**src/rtl/fifo_pkg.sv**
```systemverilog
// Shared constants and elaboration-time helpers for the parametrised FIFO core.
package fifo_pkg;

    localparam int DEF_WIDTH     = 8;
    localparam int DEF_DEPTH     = 32;
    localparam int DEF_AF_MARGIN = 4;
    localparam int DEF_AE_LEVEL  = 4;

    function automatic int clog2(input int value);
        int r;
        int v;
        r = 0;
        v = value - 1;
        while (v > 0) begin
            r = r + 1;
            v = v >> 1;
        end
        return r;
    endfunction

    // Depth must be a power of two so the pointers can wrap for free.
    function automatic bit params_legal(input int width, input int depth,
                                        input int af_level, input int ae_level);
        bit ok;
        ok = (width >= 1) && (depth >= 4) && ((depth & (depth - 1)) == 0);
        ok = ok && (ae_level >= 0) && (ae_level < af_level) && (af_level <= depth);
        return ok;
    endfunction

endpackage

```
**src/rtl/fifo_param_core_if.sv**
```systemverilog
// Request/status bundle between the FIFO core and its user; clk/rst stay outside.
interface fifo_param_core_if #(
    parameter int WIDTH = fifo_pkg::DEF_WIDTH,
    parameter int DEPTH = fifo_pkg::DEF_DEPTH
);
    localparam int AW = fifo_pkg::clog2(DEPTH);

    logic             clear;
    logic             write;
    logic             read;
    logic             err_clr;
    logic [WIDTH-1:0] data_in;
    logic [WIDTH-1:0] data_out;
    logic [AW:0]      use_dw;
    logic             full_n;
    logic             empty_n;
    logic             almost_full;
    logic             almost_empty;
    logic             overflow;
    logic             underflow;

    modport master (
        output clear, write, read, err_clr, data_in,
        input  data_out, use_dw, full_n, empty_n, almost_full, almost_empty,
               overflow, underflow
    );

    modport slave (
        input  clear, write, read, err_clr, data_in,
        output data_out, use_dw, full_n, empty_n, almost_full, almost_empty,
               overflow, underflow
    );

endinterface

```
**src/rtl/fifo_ram.sv**
```systemverilog
// DEPTH x WIDTH register array: one synchronous write port, one asynchronous read port.
module fifo_ram
    import fifo_pkg::*;
#(
    parameter int WIDTH = DEF_WIDTH,
    parameter int DEPTH = DEF_DEPTH,
    parameter int AW    = clog2(DEPTH)
) (
    input  logic             clk,
    input  logic             we_i,
    input  logic [AW-1:0]    waddr_i,
    input  logic [WIDTH-1:0] wdata_i,
    input  logic [AW-1:0]    raddr_i,
    output logic [WIDTH-1:0] rdata_o
);

    logic [WIDTH-1:0] mem_q [DEPTH];

    // Storage is deliberately left unreset; occupancy tracking makes stale words invisible.
    always_ff @(posedge clk) begin
        if (we_i) begin
            mem_q[waddr_i] <= wdata_i;
        end
    end

    assign rdata_o = mem_q[raddr_i];

endmodule

```
**src/rtl/fifo_param_core.sv**
```systemverilog
// Parametrised synchronous FIFO: pointers, occupancy counter, registered status flags,
// sticky error flags and standard or first-word-fall-through read data.
module fifo_param_core
    import fifo_pkg::*;
#(
    parameter int WIDTH    = DEF_WIDTH,
    parameter int DEPTH    = DEF_DEPTH,
    parameter int AF_LEVEL = DEPTH - DEF_AF_MARGIN,
    parameter int AE_LEVEL = DEF_AE_LEVEL,
    parameter int FWFT     = 0
) (
    input logic              clk,
    input logic              rst,
    fifo_param_core_if.slave bus
);

    localparam int          AW        = clog2(DEPTH);
    localparam logic [AW:0] FULL_CNT  = (AW + 1)'(DEPTH);
    localparam logic [AW:0] AF_THR    = (AW + 1)'(AF_LEVEL);
    localparam logic [AW:0] AE_THR    = (AW + 1)'(AE_LEVEL);
    localparam logic [AW:0] ONE_CNT   = (AW + 1)'(1);
    localparam logic [AW-1:0] ONE_PTR = AW'(1);

    if (!params_legal(WIDTH, DEPTH, AF_LEVEL, AE_LEVEL)) begin : g_param_check
        $error("fifo_param_core: illegal WIDTH/DEPTH/AF_LEVEL/AE_LEVEL combination");
    end

    logic [AW-1:0]    wptr_q, wptr_d;
    logic [AW-1:0]    rptr_q, rptr_d;
    logic [AW:0]      use_dw_q, use_dw_d;
    logic             full_n_q, full_n_d;
    logic             empty_n_q, empty_n_d;
    logic             almost_full_q, almost_full_d;
    logic             almost_empty_q, almost_empty_d;
    logic             overflow_q, overflow_d;
    logic             underflow_q, underflow_d;
    logic [WIDTH-1:0] data_out_q, data_out_d;
    logic [WIDTH-1:0] ram_rdata;
    logic             rd_ok;
    logic             wr_ok;
    logic             ovf_set;
    logic             udf_set;

    fifo_ram #(
        .WIDTH (WIDTH),
        .DEPTH (DEPTH),
        .AW    (AW)
    ) u_ram (
        .clk     (clk),
        .we_i    (wr_ok),
        .waddr_i (wptr_q),
        .wdata_i (bus.data_in),
        .raddr_i (rptr_q),
        .rdata_o (ram_rdata)
    );

    // A write into a full FIFO is still accepted when a read frees a slot on the same edge.
    always_comb begin
        rd_ok   = bus.read & empty_n_q & ~bus.clear & ~rst;
        wr_ok   = bus.write & (full_n_q | rd_ok) & ~bus.clear & ~rst;
        ovf_set = bus.write & ~wr_ok & ~bus.clear;
        udf_set = bus.read & ~rd_ok & ~bus.clear;
    end

    always_comb begin
        wptr_d      = wptr_q;
        rptr_d      = rptr_q;
        use_dw_d    = use_dw_q;
        overflow_d  = overflow_q;
        underflow_d = underflow_q;
        data_out_d  = data_out_q;
        if (bus.clear) begin
            wptr_d      = '0;
            rptr_d      = '0;
            use_dw_d    = '0;
            overflow_d  = 1'b0;
            underflow_d = 1'b0;
            data_out_d  = '0;
        end else begin
            if (wr_ok) begin
                wptr_d = wptr_q + ONE_PTR;
            end
            if (rd_ok) begin
                rptr_d     = rptr_q + ONE_PTR;
                data_out_d = ram_rdata;
            end
            if (wr_ok && !rd_ok) begin
                use_dw_d = use_dw_q + ONE_CNT;
            end else if (rd_ok && !wr_ok) begin
                use_dw_d = use_dw_q - ONE_CNT;
            end
            // A fresh error on the clearing edge keeps the flag set.
            overflow_d  = (overflow_q & ~bus.err_clr) | ovf_set;
            underflow_d = (underflow_q & ~bus.err_clr) | udf_set;
        end
        full_n_d       = (use_dw_d != FULL_CNT);
        empty_n_d      = (use_dw_d != '0);
        almost_full_d  = (use_dw_d >= AF_THR);
        almost_empty_d = (use_dw_d <= AE_THR);
    end

    always_ff @(posedge clk) begin
        if (rst) begin
            wptr_q         <= '0;
            rptr_q         <= '0;
            use_dw_q       <= '0;
            full_n_q       <= 1'b1;
            empty_n_q      <= 1'b0;
            almost_full_q  <= 1'b0;
            almost_empty_q <= 1'b1;
            overflow_q     <= 1'b0;
            underflow_q    <= 1'b0;
            data_out_q     <= '0;
        end else begin
            wptr_q         <= wptr_d;
            rptr_q         <= rptr_d;
            use_dw_q       <= use_dw_d;
            full_n_q       <= full_n_d;
            empty_n_q      <= empty_n_d;
            almost_full_q  <= almost_full_d;
            almost_empty_q <= almost_empty_d;
            overflow_q     <= overflow_d;
            underflow_q    <= underflow_d;
            data_out_q     <= data_out_d;
        end
    end

    // In FWFT mode the head word is shown directly; it is forced to zero while empty.
    assign bus.data_out     = (FWFT != 0) ? (empty_n_q ? ram_rdata : '0) : data_out_q;
    assign bus.use_dw       = use_dw_q;
    assign bus.full_n       = full_n_q;
    assign bus.empty_n      = empty_n_q;
    assign bus.almost_full  = almost_full_q;
    assign bus.almost_empty = almost_empty_q;
    assign bus.overflow     = overflow_q;
    assign bus.underflow    = underflow_q;

endmodule

```
**src/flat_wrapper.sv**
```systemverilog
// flat-port wrapper written by rule: the top's interface ports become plain ports
module fifo_param_core_flat import fifo_pkg::*;
#(
    parameter int WIDTH    = DEF_WIDTH,
    parameter int DEPTH    = DEF_DEPTH,
    parameter int AF_LEVEL = DEPTH - DEF_AF_MARGIN,
    parameter int AE_LEVEL = DEF_AE_LEVEL,
    parameter int FWFT     = 0
)
  (clk, rst, bus_clear, bus_write, bus_read, bus_err_clr, bus_data_in, bus_data_out, bus_use_dw, bus_full_n, bus_empty_n, bus_almost_full, bus_almost_empty, bus_overflow, bus_underflow);
  fifo_param_core_if #(.WIDTH(WIDTH), .DEPTH(DEPTH)) bus_i ();
  input logic clk;
  input logic rst;
  input wire logic [$bits(bus_i.clear)-1:0] bus_clear;
  input wire logic [$bits(bus_i.write)-1:0] bus_write;
  input wire logic [$bits(bus_i.read)-1:0] bus_read;
  input wire logic [$bits(bus_i.err_clr)-1:0] bus_err_clr;
  input wire logic [$bits(bus_i.data_in)-1:0] bus_data_in;
  output wire logic [$bits(bus_i.data_out)-1:0] bus_data_out;
  output wire logic [$bits(bus_i.use_dw)-1:0] bus_use_dw;
  output wire logic [$bits(bus_i.full_n)-1:0] bus_full_n;
  output wire logic [$bits(bus_i.empty_n)-1:0] bus_empty_n;
  output wire logic [$bits(bus_i.almost_full)-1:0] bus_almost_full;
  output wire logic [$bits(bus_i.almost_empty)-1:0] bus_almost_empty;
  output wire logic [$bits(bus_i.overflow)-1:0] bus_overflow;
  output wire logic [$bits(bus_i.underflow)-1:0] bus_underflow;
  assign bus_i.clear = bus_clear;
  assign bus_i.write = bus_write;
  assign bus_i.read = bus_read;
  assign bus_i.err_clr = bus_err_clr;
  assign bus_i.data_in = bus_data_in;
  assign bus_data_out = bus_i.data_out;
  assign bus_use_dw = bus_i.use_dw;
  assign bus_full_n = bus_i.full_n;
  assign bus_empty_n = bus_i.empty_n;
  assign bus_almost_full = bus_i.almost_full;
  assign bus_almost_empty = bus_i.almost_empty;
  assign bus_overflow = bus_i.overflow;
  assign bus_underflow = bus_i.underflow;
  fifo_param_core #(.WIDTH(WIDTH), .DEPTH(DEPTH), .AF_LEVEL(AF_LEVEL), .AE_LEVEL(AE_LEVEL), .FWFT(FWFT)) u_core (.clk(clk), .rst(rst), .bus(bus_i));
endmodule
```
**config.mk**
```make
export PLATFORM = sky130hd
export DESIGN_NAME = fifo_param_core_flat
export DESIGN_NICKNAME = d
export VERILOG_FILES = /design/src/rtl/fifo_pkg.sv /design/src/rtl/fifo_param_core_if.sv /design/src/rtl/fifo_ram.sv /design/src/rtl/fifo_param_core.sv /design/src/flat_wrapper.sv
export SDC_FILE = /design/constraint.sdc
export NUM_CORES = 1
export LEC_CHECK = 0
export CAP_MARGIN = 20
export CORE_MARGIN = 4
export CORE_UTILIZATION = 45
export CTS_BUF_LIST = sky130_fd_sc_hd__clkbuf_2
export DETAILED_ROUTE_END_ITERATION = 10
export HOLD_SLACK_MARGIN = 0.12
export PLACE_DENSITY = 0.7
export RECOVER_POWER = 25
export SYNTH_ARGS = -nofsm -noshare
export SYNTH_HDL_FRONTEND = slang
export SYNTH_SLANG_ARGS = --single-unit
```
**constraint.sdc**
```tcl
create_clock -name clk -period 6.05 [get_ports clk]
set_input_delay 1.5125 -clock clk [delete_from_list [all_inputs] [get_ports clk]]
set_output_delay 1.5125 -clock clk [all_outputs]
set_load 0.05 [all_outputs]
```
==> results of run 1 <==
==> sequential cells by signal (all words and copies together) (netlist names), 5 cells and up <==
register / flops
u_core.bus.data_out: 8
u_core.u_ram.mem_q: 256
u_core.rptr_q: 5
u_core.bus.use_dw: 6
u_core.wptr_q: 5
==> cell usage after synthesis (2+ instances only) <==
cell type	count
a211o_1	2
a211oi_1	4
a211oi_2	4
a21o_1	3
a21oi_1	13
a22oi_1	4
a31oi_1	4
a32o_1	6
and4_1	2
buf_2	16
buf_4	2
buf_6	3
clkbuf_1	12
dfxtp_1	30
edfxtp_1	256
ha_1	7
inv_1	9
mux2i_1	49
mux4_2	46
nand2_1	14
nand2b_1	2
nand3_1	12
nand3b_1	7
nand4_1	8
nor2_1	54
nor2b_1	5
nor3_1	2
nor4_1	2
o211a_1	2
o21ai_0	2
o21ai_1	13
o221ai_1	8
o22ai_1	7
o31ai_1	2
xnor2_1	3
xor2_1	6
==> area by class of cell <==
cell class / instances / area (um^2) / share of cell area, %
multi-input cells: 314 / 2940 / 23.2
well taps: 330 / 413 / 3.26
flip-flops and latches: 286 / 8290 / 65.4
repair buffers: 37 / 310 / 2.45
inverters: 9 / 33.8 / 0.267
clock inverters: 26 / 211 / 1.67
clock buffers: 94 / 470 / 3.71
diodes: 2 / 5.00 / 0.0395
==> per-layer routing <==
metal	part of all wire, %	global-route usage (%)
met5	0	0
met4	2.2	6.42
met3	9.1	5.22
met2	47	28.9
met1	42	25.7
==> cells by family (layout without fill, tap and decap cells) <==
kind of cell    Yosys count  after routing  share of synthesized area (%)
fa+ha+maj                 7              7                          0.764
simple gates            120            120                           5.36
mux                      95             95                           13.3
flops                   286            286                           72.3
compound gates           83             83                           5.48
buf+inv                  45            166                           2.15
other cells               0              2                              0
xor+xnor                  9              9                          0.687
==> worst max path at each step <==
stage | slack, ns | start | to | cells past startpoint
5_1_grt | 2.20 | u_core.bus.use_dw[0] | bus_use_dw[0] | 1
2_1_floorplan | 2.99 | bus_read | u_core.u_ram.mem_q[11][0] | 6
3_5_place_dp | 1.70 | bus_read | u_core.u_ram.mem_q[31][4] | 5
6_report | 2.36 | u_core.bus.use_dw[0] | bus_use_dw[0] | 1
4_1_cts | 2.28 | u_core.bus.use_dw[0] | bus_use_dw[0] | 1
3_3_place_gp | 1.84 | bus_read | u_core.u_ram.mem_q[31][0] | 5
==> cell usage in the layout (no fill, tap or decap), drive strengths merged, types with 2 or more instances in the layout <==
master,instances
a211o,2
a211oi,8
a21o,4
a21oi,13
a22oi,4
a31oi,4
a32o,6
and4,2
and4bb,2
buf,4
bufinv,4
clkbuf,102
clkdlybuf4s50,25
clkinv,22
dfxtp,30
diode,2
edfxtp,256
ha,7
inv,9
mux2i,49
mux4,46
nand2,14
nand2b,2
nand3,12
nand3b,7
nand4,8
nor2,54
nor2b,5
nor3,2
nor4,3
o211a,2
o21ai,15
o221ai,9
o22ai,7
o31ai,2
or3,2
or3b,2
xnor2,3
xor2,6
==> stage by stage <==
| stage | area [um^2] | hold slack [ns] | power [W] | utilization (%) | cells |
|---|---|---|---|---|---|
| final | 12700 | 0.486 | 0.00358 | 50.5 | 1098 |
| after global routing | 12700 | 0.508 | 0.00374 | 50.5 | 1098 |
| after CTS | 12700 | 0.491 | 0.00361 | 50.5 | 1095 |
| after detailed placement | 12000 | 0.476 | 0.00229 | 47.7 | 975 |
| after global placement | 12000 | 0.461 | 0.00229 | 47.7 | 975 |
| after floorplan | 11500 | 0.519 | 0.00224 | - | 645 |
==> report_power, final <==
group           total, W  internal [W]  leakage, nW  switching (W)
Sequential       0.00216       0.00215         2.54     0.00000599
Combinational  0.0000896     0.0000227        0.869      0.0000669
Clock            0.00133      0.000595        0.498       0.000740
==> impl_metrics.env, run 1 <==
export IMPL_outcome="complete, but fails checks"
export IMPL_violations="max-capacitance violations, max-slew violations"
export IMPL_tns_ns=0
export IMPL_slowest_stage="clkdlybuf4s50_1"
export IMPL_fin_skew_ns=0.0660
export IMPL_cts_setup_buffers=0
export IMPL_vias_per_cell=5.87
export IMPL_r2r_start="u_core.rptr_q[0]"
export IMPL_start_kind="flop"
export IMPL_crit_chain="clkdlybuf4s50_1"
export IMPL_route_detailed_drc=0
export IMPL_worst_pin_slew_ns=1.99
export IMPL_grt_overflow=0
export IMPL_synthCells=645
export IMPL_clk_latency_ns=0.79
export IMPL_grt_pass1_vias=6482
export IMPL_rsz0062_at_grt="false"
export IMPL_max_freq_ghz=0.271
export IMPL_synth_seq_cells=286
export IMPL_max_stage_delay_ns=0.90
export IMPL_core_region_area_um2=25100
export IMPL_synth_area_leader_cell="edfxtp_1"
export IMPL_io_buffers=33
export IMPL_avgSynthCellArea_um2=17.8
export IMPL_cts_buffers=70
export IMPL_cp_arrival_ns=2.18
export IMPL_maxCapViolCount=8
export IMPL_ys_types=60
export IMPL_hold_depth=2
export IMPL_rows=58
export IMPL_final_hold_violation_count=0
export IMPL_slew_headroom_pct=-32.5
export IMPL_min_path_type="flop to flop"
export IMPL_syn_nets=666
export IMPL_path_buf_inv=1
export IMPL_crit_family="buffers and inverters"
export IMPL_dp_slack_ns=1.70
export IMPL_yosysWarnings=0
export IMPL_synthesis_area_um2=11500
export IMPL_drtAntennaViolNets=0
export IMPL_grt_antenna_before_repair=1
export IMPL_fin_crit_sh_pct=61.1
export IMPL_postCtsResizedCells=0
export IMPL_p_per_area_nw_per_um2=283
export IMPL_worst_setup_path_end_kind="output port"
export IMPL_holdPathEnd="u_core.bus.underflow"
export IMPL_die_y_um=168
export IMPL_drtPass1Iterations=5
export IMPL_synth_flop_cell="edfxtp_1"
export IMPL_cts_tree="yes"
export IMPL_area_delta_synth_final_pct=10.5
export IMPL_grt_max_degree=46
export IMPL_wl_per_cell_um=24.0
export IMPL_routed_wirelength_um=26400
export IMPL_grt_pass1_wl_um=39100
export IMPL_path_clk_slew_ns=0.08
export IMPL_fp_dieW_um=168
export IMPL_worstReg2RegEnd="u_core.bus.data_out[4]"
export IMPL_gp_congestion=0.851
export IMPL_setup_viol=0
export IMPL_reg2reg_depth=5
export IMPL_crit_type="flop to output port"
export IMPL_irDropWorstVdd_uv=126
export IMPL_htree_levels=3
export IMPL_fillers=2077
export IMPL_synth_area_leaders="edfxtp_1 (67%), mux4_2 (9.0%), dfxtp_1 (5.2%), mux2i_1 (4.3%), nor2_1 (1.8%)"
export IMPL_drv_slew=264
export IMPL_seq_area_frac_synth_pct=72.3
export IMPL_cts_sinks=286
export IMPL_period_needed_ns=3.69
export IMPL_hpwl_um=16200
export IMPL_leakage_nw=3.91
export IMPL_grt_usage_pct=18.7
export IMPL_root_buffer="clkbuf_2"
export IMPL_synth_top_area_share_pct=67.0
export IMPL_rrSetupSlack_ns=3.19
export IMPL_fin_nets=739
export IMPL_drive_gt1_share_pct=22.2
export IMPL_layout_setup_ws_ns=2.36
export IMPL_synth_edf_count=256
export IMPL_first_iter_violations=730
export IMPL_async_flop_share_pct=0
export IMPL_ios=34
export IMPL_vias=6442
export IMPL_hp_start="u_core.bus.underflow"
export IMPL_fp_dieArea_um2=28100
export IMPL_path_max_fanout=11
export IMPL_hold_buffers=0
export IMPL_start_util_pct=45.7
export IMPL_worstPathRequired_ns=4.54
export IMPL_cts_buffer_depth=3
No activity file was read; power rests on OpenSTA's default activity.
==> inputs of run 2 (changes only) <==
==> constraint.sdc (replaced) <==
create_clock -name clk -period 3.7 [get_ports clk]
set_input_delay 0.925 -clock clk [delete_from_list [all_inputs] [get_ports clk]]
set_output_delay 0.925 -clock clk [all_outputs]
set_load 0.05 [all_outputs]
==> run 2 against run 1 <==
Compared with the run above:
- worst hold slack worse by 0.012 ns
- routed wire length down 7.6%
- clock power is 46% higher
- final area grew 2.2%
- combinational power is 66% higher
- clock skew is 0.0044 ns higher
- the run still ends with max-capacitance violations, max-slew violations left
- sequential share of layout area is 1.4 points lower
- global-route usage decreased by 1.0 points
- sequential cell count unchanged
- non-clock buffer count grew 42
- largest cell class unchanged
- critical path depth unchanged
==> impl_metrics.env, run 2 (same netlist as run 1, synthesis figures left out) <==
export IMPL_vias_per_cell=5.62
export IMPL_rows=58
export IMPL_drtAntennaViolNets=0
export IMPL_cts_buffers=69
export IMPL_largest_register="u_core.u_ram.mem_q"
export IMPL_fin_skew_ns=0.0704
export IMPL_grt_overflow=0
export IMPL_path_max_fanout=11
export IMPL_drv_slew=230
export IMPL_design_area_um2=13000
export IMPL_drtPass1Iterations=5
export IMPL_leakage_nw=4.10
export IMPL_path_buf_inv=1
export IMPL_most_common_layout_cells="edfxtp_1 (256), clkbuf_2 (96), nor2_1 (54), mux2i_1 (49), mux4_2 (46)"
export IMPL_hold_depth=2
export IMPL_p_per_area_nw_per_um2=434
export IMPL_final_util_pct=51.6
export IMPL_htree_levels=3
export IMPL_cp_arrival_ns=2.18
export IMPL_die_y_um=168
export IMPL_fin_crit_sh_pct=83.9
export IMPL_routed_wirelength_um=24400
export IMPL_slew_headroom_pct=-17.5
export IMPL_power_frac_comb_pct=2.7
export IMPL_worst_setup_path_end_kind="output port"
export IMPL_grt_pass1_vias=6636
export IMPL_vias=6407
export IMPL_outcome="complete, but fails checks"
export IMPL_final_common_cell="edfxtp_1"
export IMPL_worstReg2RegEnd="u_core.bus.data_out[6]"
export IMPL_seqPwrFrac_pct=62.7
export IMPL_maxCapViolCount=8
export IMPL_period_needed_ns=3.10
export IMPL_route_detailed_drc=0
export IMPL_max_stage_delay_ns=0.88
export IMPL_area_delta_synth_final_pct=12.9
export IMPL_hp_start="u_core.bus.underflow"
export IMPL_hpwl_um=15200
export IMPL_cts_buffer_depth=3
export IMPL_start_util_pct=45.7
export IMPL_ios=34
export IMPL_dpl_cell_area_um2=12400
export IMPL_core_region_area_um2=25100
export IMPL_gp_congestion=0.805
export IMPL_rsz0062_at_grt="false"
export IMPL_clockPowerShare_pct=34.6
export IMPL_fin_nets=780
export IMPL_crit_family="buffers and inverters"
export IMPL_grt_antenna_before_repair=1
export IMPL_cts_setup_buffers=0
export IMPL_grt_pass1_wl_um=38000
export IMPL_wl_per_cell_um=21.4
export IMPL_violations="max-capacitance violations, max-slew violations"
export IMPL_cts_sinks=286
export IMPL_dpl_cell_count=1018
export IMPL_holdPathEnd="u_core.bus.underflow"
export IMPL_irDropWorstVdd_uv=162
export IMPL_rrSetupSlack_ns=1.27
export IMPL_largest_register_ffs=256
export IMPL_hold_buffers=0
export IMPL_r2r_start="u_core.rptr_q[0]"
export IMPL_io_buffers=33
export IMPL_min_path_type="flop to flop"
export IMPL_worstPathRequired_ns=2.77
export IMPL_fp_dieW_um=168
export IMPL_final_hold_violation_count=0
export IMPL_grt_usage_pct=17.6
export IMPL_start_kind="flop"
export IMPL_postCtsResizedCells=0
export IMPL_grt_max_degree=58
export IMPL_first_iter_violations=624
export IMPL_crit_type="flop to output port"
export IMPL_cts_tree="yes"
export IMPL_reg2reg_depth=6
export IMPL_drive_gt1_share_pct=25.0
export IMPL_internal_power_w=0.00433
export IMPL_tns_ns=0
export IMPL_root_buffer="clkbuf_2"
export IMPL_max_freq_ghz=0.322
export IMPL_final_instance_count_excl_fill=1140
export IMPL_worst_pin_slew_ns=1.76
export IMPL_path_clk_slew_ns=0.10
export IMPL_crit_chain="clkdlybuf4s50_1"
export IMPL_p_sw_w=0.00128
export IMPL_slowest_stage="clkdlybuf4s50_1"
export IMPL_clk_latency_ns=0.79
export IMPL_setup_viol=0
export IMPL_sw_frac_of_total_pct=22.8
export IMPL_fp_dieArea_um2=28100
-- run 2: changes by cell type in the layout (fill, tap and decap cells not counted), moves of 3 or more --
| cell | change |
|---|---|
| bufinv_16 | -3 |
| dlygate4sd3_1 | +7 |
| buf_4 | +32 |
| clkinv_2 | -4 |
-- run 2: layout make-up --
type                       count  area [um^2]
multi-input combinational    314         2940
fill                        2035        12200
timing repair buffer          79          671
tap                          330          413
clock buffer                  96          480
sequential                   286         8290
clock inverter                24          124
antenna                        2         5.00
inverter                       9         33.8
-- run 2: worst reg2reg max path, delay by kind of cell (launching register included) --
| family | cells | cell delay, ns |
|---|---|---|
| buf+inv | 1 | 0.39 |
| mux | 1 | 0.68 |
| simple gates | 1 | 0.14 |
| flops | 1 | 0.60 |
| compound gates | 3 | 0.50 |
-- run 2: how the worst max path moves through the flow --
stage	slack, ns	depth (start not counted)	startpoint	end
detailed placement	0.33	6	bus_read	u_core.u_ram.mem_q[8][3]
finish	0.60	1	u_core.bus.use_dw[0]	bus_use_dw[0]
floorplan	1.23	6	bus_read	u_core.u_ram.mem_q[11][0]
global route	0.48	1	u_core.bus.use_dw[0]	bus_use_dw[0]
global placement	0.40	6	bus_read	u_core.u_ram.mem_q[23][0]
CTS	0.52	1	u_core.bus.use_dw[0]	bus_use_dw[0]
-- run 2: metal layers --
layer,global-route usage [%],vias up,share of wire (%)
met2,28.3,262,49
li1,-,2867,-
met3,4.18,36,7.7
met1,23.8,3242,41
met4,6.35,0,1.8
met5,0,-,0
-- run 2: metrics by stage --
stage                     setup WS (ns)  power [W]  hold slack (ns)
final                             0.596    0.00562            0.474
after global routing              0.476    0.00589            0.493
after CTS                         0.521    0.00568            0.483
after detailed placement          0.326    0.00375            0.467
after global placement            0.402    0.00375            0.458
after floorplan                    1.23    0.00366            0.519
-- run 2: power by group through the flow --
stage	registers (W)	logic, W	clock network, W
after detailed placement	0.00360	0.000156	0
final	0.00352	0.000149	0.00194
after global placement	0.00359	0.000152	0
after global routing	0.00353	0.000162	0.00220
after floorplan	0.00360	0.0000553	0
after CTS	0.00352	0.000157	0.00201
